File: src/rtl/brom_fetch_pkg.sv
// Shared types and helpers for the boot-ROM fetch master.
//   brom_fetch_state_t : fetch FSM states
//   BROM_WORD_OFFSET   : byte-offset bits inside one 64-bit ROM word
//   BROM_WORD_BITS     : width of the useful part of a ROM response
//   word_select()      : picks the 32-bit instruction out of a 64-bit word
package brom_fetch_pkg;

    typedef enum logic [2:0] {
        IDLE,
        REQ,
        WAIT,
        RESP,
        DRAIN
    } brom_fetch_state_t;

    localparam int BROM_WORD_OFFSET = 3;
    localparam int BROM_WORD_BITS   = 64;

    // Address bit 2 chooses the upper or lower instruction of the word.
    function automatic logic [31:0] word_select(input logic [BROM_WORD_BITS-1:0] word,
                                                input logic                      upper);
        return upper ? word[63:32] : word[31:0];
    endfunction

endpackage

File: src/rtl/brom_fetch_linebuf.sv
// One-entry line buffer holding the last 64-bit boot-ROM word.
//   clk, rstn   : clock, async active-low reset
//   lookup_tag  : line address to compare against the stored tag
//   hit         : buffer valid and tag matches lookup_tag
//   data        : stored 64-bit word
//   fill        : load fill_tag/fill_data and mark valid
//   invalidate  : clear valid; wins over a simultaneous fill
module brom_fetch_linebuf
    import brom_fetch_pkg::*;
#(
    parameter int TAG_WIDTH = 21
) (
    input  logic                      clk,
    input  logic                      rstn,
    input  logic [TAG_WIDTH-1:0]      lookup_tag,
    output logic                      hit,
    output logic [BROM_WORD_BITS-1:0] data,
    input  logic                      fill,
    input  logic [TAG_WIDTH-1:0]      fill_tag,
    input  logic [BROM_WORD_BITS-1:0] fill_data,
    input  logic                      invalidate
);

    logic                      valid_q;
    logic [TAG_WIDTH-1:0]      tag_q;
    logic [BROM_WORD_BITS-1:0] data_q;

    // NOTE: non-blocking assignments for all state so every register samples
    // pre-edge values, independent of block ordering.
    always_ff @(posedge clk or negedge rstn) begin
        if (!rstn) begin
            valid_q <= 1'b0;
            tag_q   <= '0;
        end else if (invalidate) begin
            valid_q <= 1'b0;
        end else if (fill) begin
            valid_q <= 1'b1;
            tag_q   <= fill_tag;
        end
    end

    // NOTE: the data word has no reset; valid_q gates every use of it, so
    // resetting it would only add reset fan-out.
    always_ff @(posedge clk) begin
        if (fill && !invalidate) begin
            data_q <= fill_data;
        end
    end

    assign hit  = valid_q && (tag_q == lookup_tag);
    assign data = data_q;

endmodule

File: src/rtl/brom_fetch_master.sv
// Initiator side of the boot-ROM request/response interface.
// Turns 32-bit fetches into 8-byte-aligned ROM requests, serves repeats of
// the same line from a one-entry buffer, and errors misaligned fetches and
// lost responses (timeout).
//   fetch_req_*   : core fetch request (valid/ready, byte address)
//   fetch_resp_*  : instruction response (valid/ready, data, error)
//   fetch_flush_i : invalidate buffer, abandon the fetch in flight
//   brom_req_*    : one-cycle request strobe and aligned address
//   brom_ready_i  : responder idle
//   brom_resp_*   : one-cycle response strobe and data ([63:0] used)
module brom_fetch_master
    import brom_fetch_pkg::*;
#(
    parameter int ADDR_WIDTH      = 24,
    parameter int BROM_DATA_WIDTH = 128,
    parameter int TIMEOUT_CYCLES  = 64
) (
    input  logic                       clk,
    input  logic                       rstn,
    input  logic                       fetch_req_valid_i,
    input  logic [ADDR_WIDTH-1:0]      fetch_req_addr_i,
    output logic                       fetch_req_ready_o,
    output logic                       fetch_resp_valid_o,
    input  logic                       fetch_resp_ready_i,
    output logic [31:0]                fetch_resp_data_o,
    output logic                       fetch_resp_error_o,
    input  logic                       fetch_flush_i,
    output logic                       brom_req_valid_o,
    output logic [ADDR_WIDTH-1:0]      brom_req_address_o,
    input  logic                       brom_ready_i,
    input  logic [BROM_DATA_WIDTH-1:0] brom_resp_data_i,
    input  logic                       brom_resp_valid_i
);

    localparam int TAG_W = ADDR_WIDTH - BROM_WORD_OFFSET;
    localparam int CNT_W = $clog2(TIMEOUT_CYCLES);
    localparam logic [CNT_W-1:0] CNT_MAX = CNT_W'(TIMEOUT_CYCLES - 1);

    brom_fetch_state_t state_q, state_d;
    logic [TAG_W-1:0]  tag_q, tag_d;     // line address of the current fetch
    logic              sel_q, sel_d;     // address bit 2 of the current fetch
    logic [31:0]       data_q, data_d;
    logic              err_q, err_d;
    logic [CNT_W-1:0]  cnt_q, cnt_d;
    logic              pend_q, pend_d;   // DRAIN: timeout error not yet consumed
    logic              quiet_q, quiet_d; // DRAIN: responder seen idle/answered

    logic                      buf_hit;
    logic [BROM_WORD_BITS-1:0] buf_data;
    logic                      buf_fill;
    logic                      accept;
    logic [BROM_WORD_BITS-1:0] brom_word;
    logic                      unused_resp_bits;

    assign brom_word        = brom_resp_data_i[BROM_WORD_BITS-1:0];
    assign unused_resp_bits = ^brom_resp_data_i[BROM_DATA_WIDTH-1:BROM_WORD_BITS];

    brom_fetch_linebuf #(.TAG_WIDTH(TAG_W)) u_linebuf (
        .clk        (clk),
        .rstn       (rstn),
        .lookup_tag (fetch_req_addr_i[ADDR_WIDTH-1:BROM_WORD_OFFSET]),
        .hit        (buf_hit),
        .data       (buf_data),
        .fill       (buf_fill),
        .fill_tag   (tag_q),
        .fill_data  (brom_word),
        .invalidate (fetch_flush_i)
    );

    assign fetch_req_ready_o  = (state_q == IDLE) & rstn & ~fetch_flush_i;
    assign accept             = fetch_req_valid_i & fetch_req_ready_o;
    // Gated by flush so an abandoned fetch never leaves an orphan request.
    assign brom_req_valid_o   = (state_q == REQ) & brom_ready_i & ~fetch_flush_i;
    assign brom_req_address_o = {tag_q, {BROM_WORD_OFFSET{1'b0}}};
    // A timeout error is presented from DRAIN while the stale response drains.
    assign fetch_resp_valid_o = ((state_q == RESP) | ((state_q == DRAIN) & pend_q))
                                & ~fetch_flush_i;
    assign fetch_resp_data_o  = data_q;
    assign fetch_resp_error_o = err_q;

    // NOTE: every variable is given a default first so no path through the
    // case statement leaves one unassigned, which would infer a latch.
    always_comb begin
        state_d  = state_q;
        tag_d    = tag_q;
        sel_d    = sel_q;
        data_d   = data_q;
        err_d    = err_q;
        cnt_d    = cnt_q;
        pend_d   = pend_q;
        quiet_d  = quiet_q;
        buf_fill = 1'b0;

        case (state_q)
            IDLE: begin
                if (accept) begin
                    tag_d = fetch_req_addr_i[ADDR_WIDTH-1:BROM_WORD_OFFSET];
                    sel_d = fetch_req_addr_i[2];
                    if (fetch_req_addr_i[1:0] != 2'b00) begin
                        state_d = RESP;
                        err_d   = 1'b1;
                        data_d  = '0;
                    end else if (buf_hit) begin
                        state_d = RESP;
                        err_d   = 1'b0;
                        data_d  = word_select(buf_data, fetch_req_addr_i[2]);
                    end else begin
                        state_d = REQ;
                    end
                end
            end
            REQ: begin
                if (fetch_flush_i) begin
                    state_d = IDLE;
                end else if (brom_req_valid_o) begin
                    state_d = WAIT;
                    cnt_d   = '0;
                end
            end
            WAIT: begin
                if (fetch_flush_i) begin
                    // Whatever the responder returns now belongs to nobody.
                    state_d = DRAIN;
                    pend_d  = 1'b0;
                    quiet_d = 1'b0;
                end else if (brom_resp_valid_i) begin
                    state_d  = RESP;
                    buf_fill = 1'b1;
                    err_d    = 1'b0;
                    data_d   = word_select(brom_word, sel_q);
                end else if (cnt_q == CNT_MAX) begin
                    state_d = DRAIN;
                    pend_d  = 1'b1;
                    quiet_d = 1'b0;
                    err_d   = 1'b1;
                    data_d  = '0;
                end else begin
                    cnt_d = cnt_q + 1'b1;
                end
            end
            RESP: begin
                if (fetch_flush_i || fetch_resp_ready_i) begin
                    state_d = IDLE;
                end
            end
            DRAIN: begin
                // Leave only once the error is consumed (or flushed) and the
                // responder has answered or gone idle.
                pend_d  = pend_q & ~fetch_resp_ready_i & ~fetch_flush_i;
                quiet_d = quiet_q | brom_resp_valid_i | brom_ready_i;
                if (!pend_d && quiet_d) begin
                    state_d = IDLE;
                end
            end
            default: state_d = IDLE;
        endcase
    end

    always_ff @(posedge clk or negedge rstn) begin
        if (!rstn) begin
            state_q <= IDLE;
            tag_q   <= '0;
            sel_q   <= 1'b0;
            data_q  <= '0;
            err_q   <= 1'b0;
            cnt_q   <= '0;
            pend_q  <= 1'b0;
            quiet_q <= 1'b0;
        end else begin
            state_q <= state_d;
            tag_q   <= tag_d;
            sel_q   <= sel_d;
            data_q  <= data_d;
            err_q   <= err_d;
            cnt_q   <= cnt_d;
            pend_q  <= pend_d;
            quiet_q <= quiet_d;
        end
    end

endmodule

File: config.mk
export PLATFORM = sky130hd
export DESIGN_NAME = brom_fetch_master
export DESIGN_NICKNAME = d
export VERILOG_FILES = /design/src/rtl/brom_fetch_pkg.sv /design/src/rtl/brom_fetch_linebuf.sv /design/src/rtl/brom_fetch_master.sv
export SDC_FILE = /design/constraint.sdc
export NUM_CORES = 1
export LEC_CHECK = 0
export BUFFER_PORTS_ARGS = -buffer_cell sky130_fd_sc_hd__buf_4
export CAP_MARGIN = 30
export CORE_MARGIN = 5
export CORE_UTILIZATION = 25
export CTS_CLUSTER_SIZE = 8
export DETAILED_ROUTE_END_ITERATION = 10
export PLACE_DENSITY = 0.44
export SLEW_MARGIN = 20
export SYNTH_ARGS = -nofsm -noshare
export SYNTH_HDL_FRONTEND = slang
export SYNTH_HIERARCHICAL = 1
export SYNTH_SLANG_ARGS = --single-unit
File: constraint.sdc
create_clock -name clk -period 3.39 [get_ports clk]
set_input_delay 0.1695 -clock clk [delete_from_list [all_inputs] [get_ports clk]]
set_output_delay 0.1695 -clock clk [all_outputs]
set_load 0.05 [all_outputs]
==> summary.md <==
| Metric | Value |
|---|---|
| Status | `completed` |
| DP HPWL | `12110 microns` |
| Top area cells in the synthesized netlist | `dfrtp_1, edfxtp_1, mux2_2` |
| # DRC | `0` |
| Synth Area in XOR/XNOR | `0.02824` |
| Drt first pass iters | `4` |
| Starting density of the core | `0.2532` |
| GPL Wtd Cong | `roughly 0.8` |
| PnR worst setup slack | `0.7033 ns` |
| Area fraction in compound gates after synthesis | `0.06363` |
| Via count | `4771` |
| Num rows | `60` |
| Register area share after synthesis | `0.6044` |
| Post-synth EDFFs | `64` |
| Final Hold Viols | `0` |
| Syn-to-layout area delta | `42.16%` |
| DR WL/cell | `about 18 microns` |
| Port bufs | `about 150` |
| Synthesized area per cell | `between 10 and 15 sq um` |
| Post-synthesis mux area share | `0.2191` |
| Setup TNS | `0 ns` |
| Vias in the first global route | `approximately 5300` |
| Max Fanout on Critical Path | `43` |
| Period utilisation layout | `0.7925` |
| Cell area after synthesis | `~0.0068 sq mm` |
| Register area | `0.004125 sq mm` |
| Proportion of power drawn by the clock network | `0.250` |
| CTS tree | `yes` |
| Share of the synthesized area in the top cell type | `0.3228` |
| Antenna violations before repair | `0` |
| Via density | `4.518` |
| Fmax | `0.3722 GHz` |
| Htree depth | `4` |
| Synth warn | `6` |
| VDD IR-drop max | `a little over 0.4 mV` |
| Clock skew | `~0.012 ns` |
| Asr flop ratio synth | `0.5789` |
| First-pass GRT wire length | `~30000 microns` |
| CP endpoint kind | `flip-flop` |
| Post-synthesis simple-gate area fraction | `0.04475` |
| Pin count of the biggest net entering global routing | `50` |
| DIE AREA | `0.03070 sq mm` |
| CP startpoint kind | `flip-flop` |
| Synth Area in Adders | `0.001834` |
| Crit path kind | `reg2reg` |
| Worst-Margin Slew | `between 0.7 and 0.8 ns` |
| Nets | `approximately 860` |
| RSZ-0062 raised after global routing | `no` |
| Part of the power in registers | `0.359` |
| Worst hold-check path type | `in2reg` |
| Net Switching | `2.910 mW` |
| Final ANT Viol Nets | `0` |
| Congestion Overflow GR | `0` |
| # fillers | `2603` |
| Area of the multi-input gates | `around 0.0025 sq mm` |
| Synth area leader | `dfrtp_1` |
| Main combinational cell family by area after synthesis | `multiplexers` |
| # IOs | `~220` |
| Power per standard cell area | `between 700 and 800 mW/mm^2` |
| Clock transition at the registers of the reported paths | `0.06 ns` |
| TritonCTS Buffers | `17` |
| Max-slew headroom | `0.4804` |
| Clk_lat worst skew | `0.41 ns` |
| Clk root buf | `clkbuf_16` |
| Static Leak | `between 4 and 5 nW` |
| Layout cells sized above 1 | `0.3790` |
| GRT Util Overall | `0.1243` |
| Dominant synthesized flop cell | `dfrtp_1` |
| Max-slew violations | `0` |
| Bufs on Longest Clock Path | `2` |
| Register bit total from synthesis | `approximately 150` |
| Critical path arrival | `2.98 ns` |
| Die span in x | `roughly 180 microns` |
| Clock sink count | `approximately 150` |
| # diodes | `0` |
| Final Critical Period | `2.687 ns` |
| Fin cells | `1056` |
| Post-Route WL | `18970 microns` |
| # Max-Cap Violations | `0` |
| Mapped Cells | `~470` |
| Sw frac | `0.3837` |
| Worst endpoint required time | `~3.7 ns` |
| Chip height | `approximately 180 microns` |
| Netlist cell types | `50` |
| Placed instance count | `around 940` |
| Comb pwr share | `0.390` |
| Core area | `~0.027 sq mm` |
| Drt initial violations | `between 150 and 200` |
| P_int | `roughly 4.7 mW` |
| Endpoints failing setup | `0` |
| Dpl ws | `roughly 0.73 ns` |
-- timing repair --
action	CTS	global route
resized for setup	0	0
buffers inserted	0	0
endpoints found under the setup margin	0	0
hold endpoints to repair	124	0
hold buffers	86	0
-- metrics by stage --
step	util	hold WS, ns	total power [mW]	area (sq um)
3_5_place_dp	0.3060	0.3592	5.680	8248
6_report	0.3599	0.06235	7.584	9699
4_1_cts	0.3599	0.03859	7.717	9699
2_1_floorplan	-	-0.1261	4.782	6830
5_1_grt	0.3599	0.06596	8.002	9699
3_3_place_gp	0.3060	0.3403	5.617	8248
-- logic make-up after synthesis --
logic type,Yosys count
other cells,1
fa+ha+maj,1
simple gates,50
buf+inv,36
flops,152
compound gates,63
mux,140
xor+xnor,22
-- registers in the layout (all words and copies together) (netlist names) --
name,flops
fetch_resp_error_o,1
state_q,3
cnt_q,6
tag_q,21
quiet_q,1
fetch_resp_data_o,32
u_linebuf/valid_q,1
u_linebuf/tag_q,21
sel_q,1
pend_q,1
u_linebuf/data,64
-- cell usage in the layout (no fill, tap or decap), types with 3 or more instances in the layout --
cell type      Yosys  layout
nor3_1             3       3
o22ai_1           34      34
inv_6              0       3
a21oi_1            6       6
dfrtp_1           88      87
conb_1             1       3
o21ai_0            7       7
dlygate4sd3_1      0      86
clkbuf_16          0      17
nor4_1             6       6
nand3_1            6       6
inv_1              6       6
nand2_1            6       6
mux2_2            73      73
edfxtp_1          64      64
mux2i_1           65      65
buf_4              5     159
clkinvlp_4         0       5
nor2_1            14      14
xor2_1            20      20
nor3b_1            4       4
-- cells in the mapped netlist (3+ instances only) --
master and n:
buf_8 3, edfxtp_1 64, nand3_1 6, mux2i_1 65, o21ai_0 7, a21oi_1 6, nand2_1 6, inv_1 6
nor2_1 14, nor4_1 6, nor3b_1 4, buf_4 5, buf_2 12, mux2_2 73, nor3_1 3, buf_6 7
o22ai_1 34, xor2_1 20, dfrtp_1 88
-- power by group through the flow --
| stage | Clock [mW] | Sequential (mW) | Combinational, mW |
|---|---|---|---|
| floorplan | 0 | 3.43 | 1.35 |
| global placement | 0 | 2.73 | 2.88 |
| detailed placement | 0 | 2.76 | 2.92 |
| CTS | 1.98 | 2.73 | 3.01 |
| global route | 2.06 | 2.78 | 3.16 |
| finish | 1.90 | 2.72 | 2.96 |
-- cell type report --
cell class,count,area share
sequential,152,0.4253
tap,341,0.04399
clock buffer,20,0.04605
clock inverter,12,0.01483
multi-input combinational,279,0.2536
inverter,6,0.002322
timing repair buffer,246,0.2139
-- per-layer routing --
metal | vias to the layer above | wire length, microns | GRT usage
met1 | 2373 | 8581 | 0.1624
met2 | 160 | 8910 | 0.2006
met5 | - | 0 | 0
met4 | 0 | 239 | 0.03568
met3 | 20 | 1238 | 0.03678
li1 | 2218 | - | -
-- path summary, 6_finish.rpt --
check | endpoint | startpoint | cells past startpoint | slack, ns
min in group asynchronous | u_linebuf/tag_q[19]$_DFFE_PN0P_ | rstn | 3 | 0.45
max in group asynchronous | fetch_resp_data_o[29]$_DFFE_PN0P_ | rstn | 4 | 1.74
worst min-delay path | u_linebuf/valid_q$_DFFE_PN0P_ | fetch_flush_i | 2 | 0.06
worst max register to register | u_linebuf/tag_q[5]$_DFFE_PN0P_ | state_q[1]$_DFFE_PN0P_ | 6 | 0.70
worst max-delay path | u_linebuf/tag_q[5]$_DFFE_PN0P_ | state_q[1]$_DFFE_PN0P_ | 6 | 0.70
worst min register to register | quiet_q$_DFFE_PN0P_ | quiet_q$_DFFE_PN0P_ | 1 | 0.51
-- critical path, stage by stage (launching register included) --
cell,delay [ns]
dfrtp_1,0.61
nor3b_4,0.41
nand2_1,0.12
nor2_1,0.25
nor2b_4,0.21
buf_4,0.52
mux2_2,0.41
(Power assumes the default switching activity.)
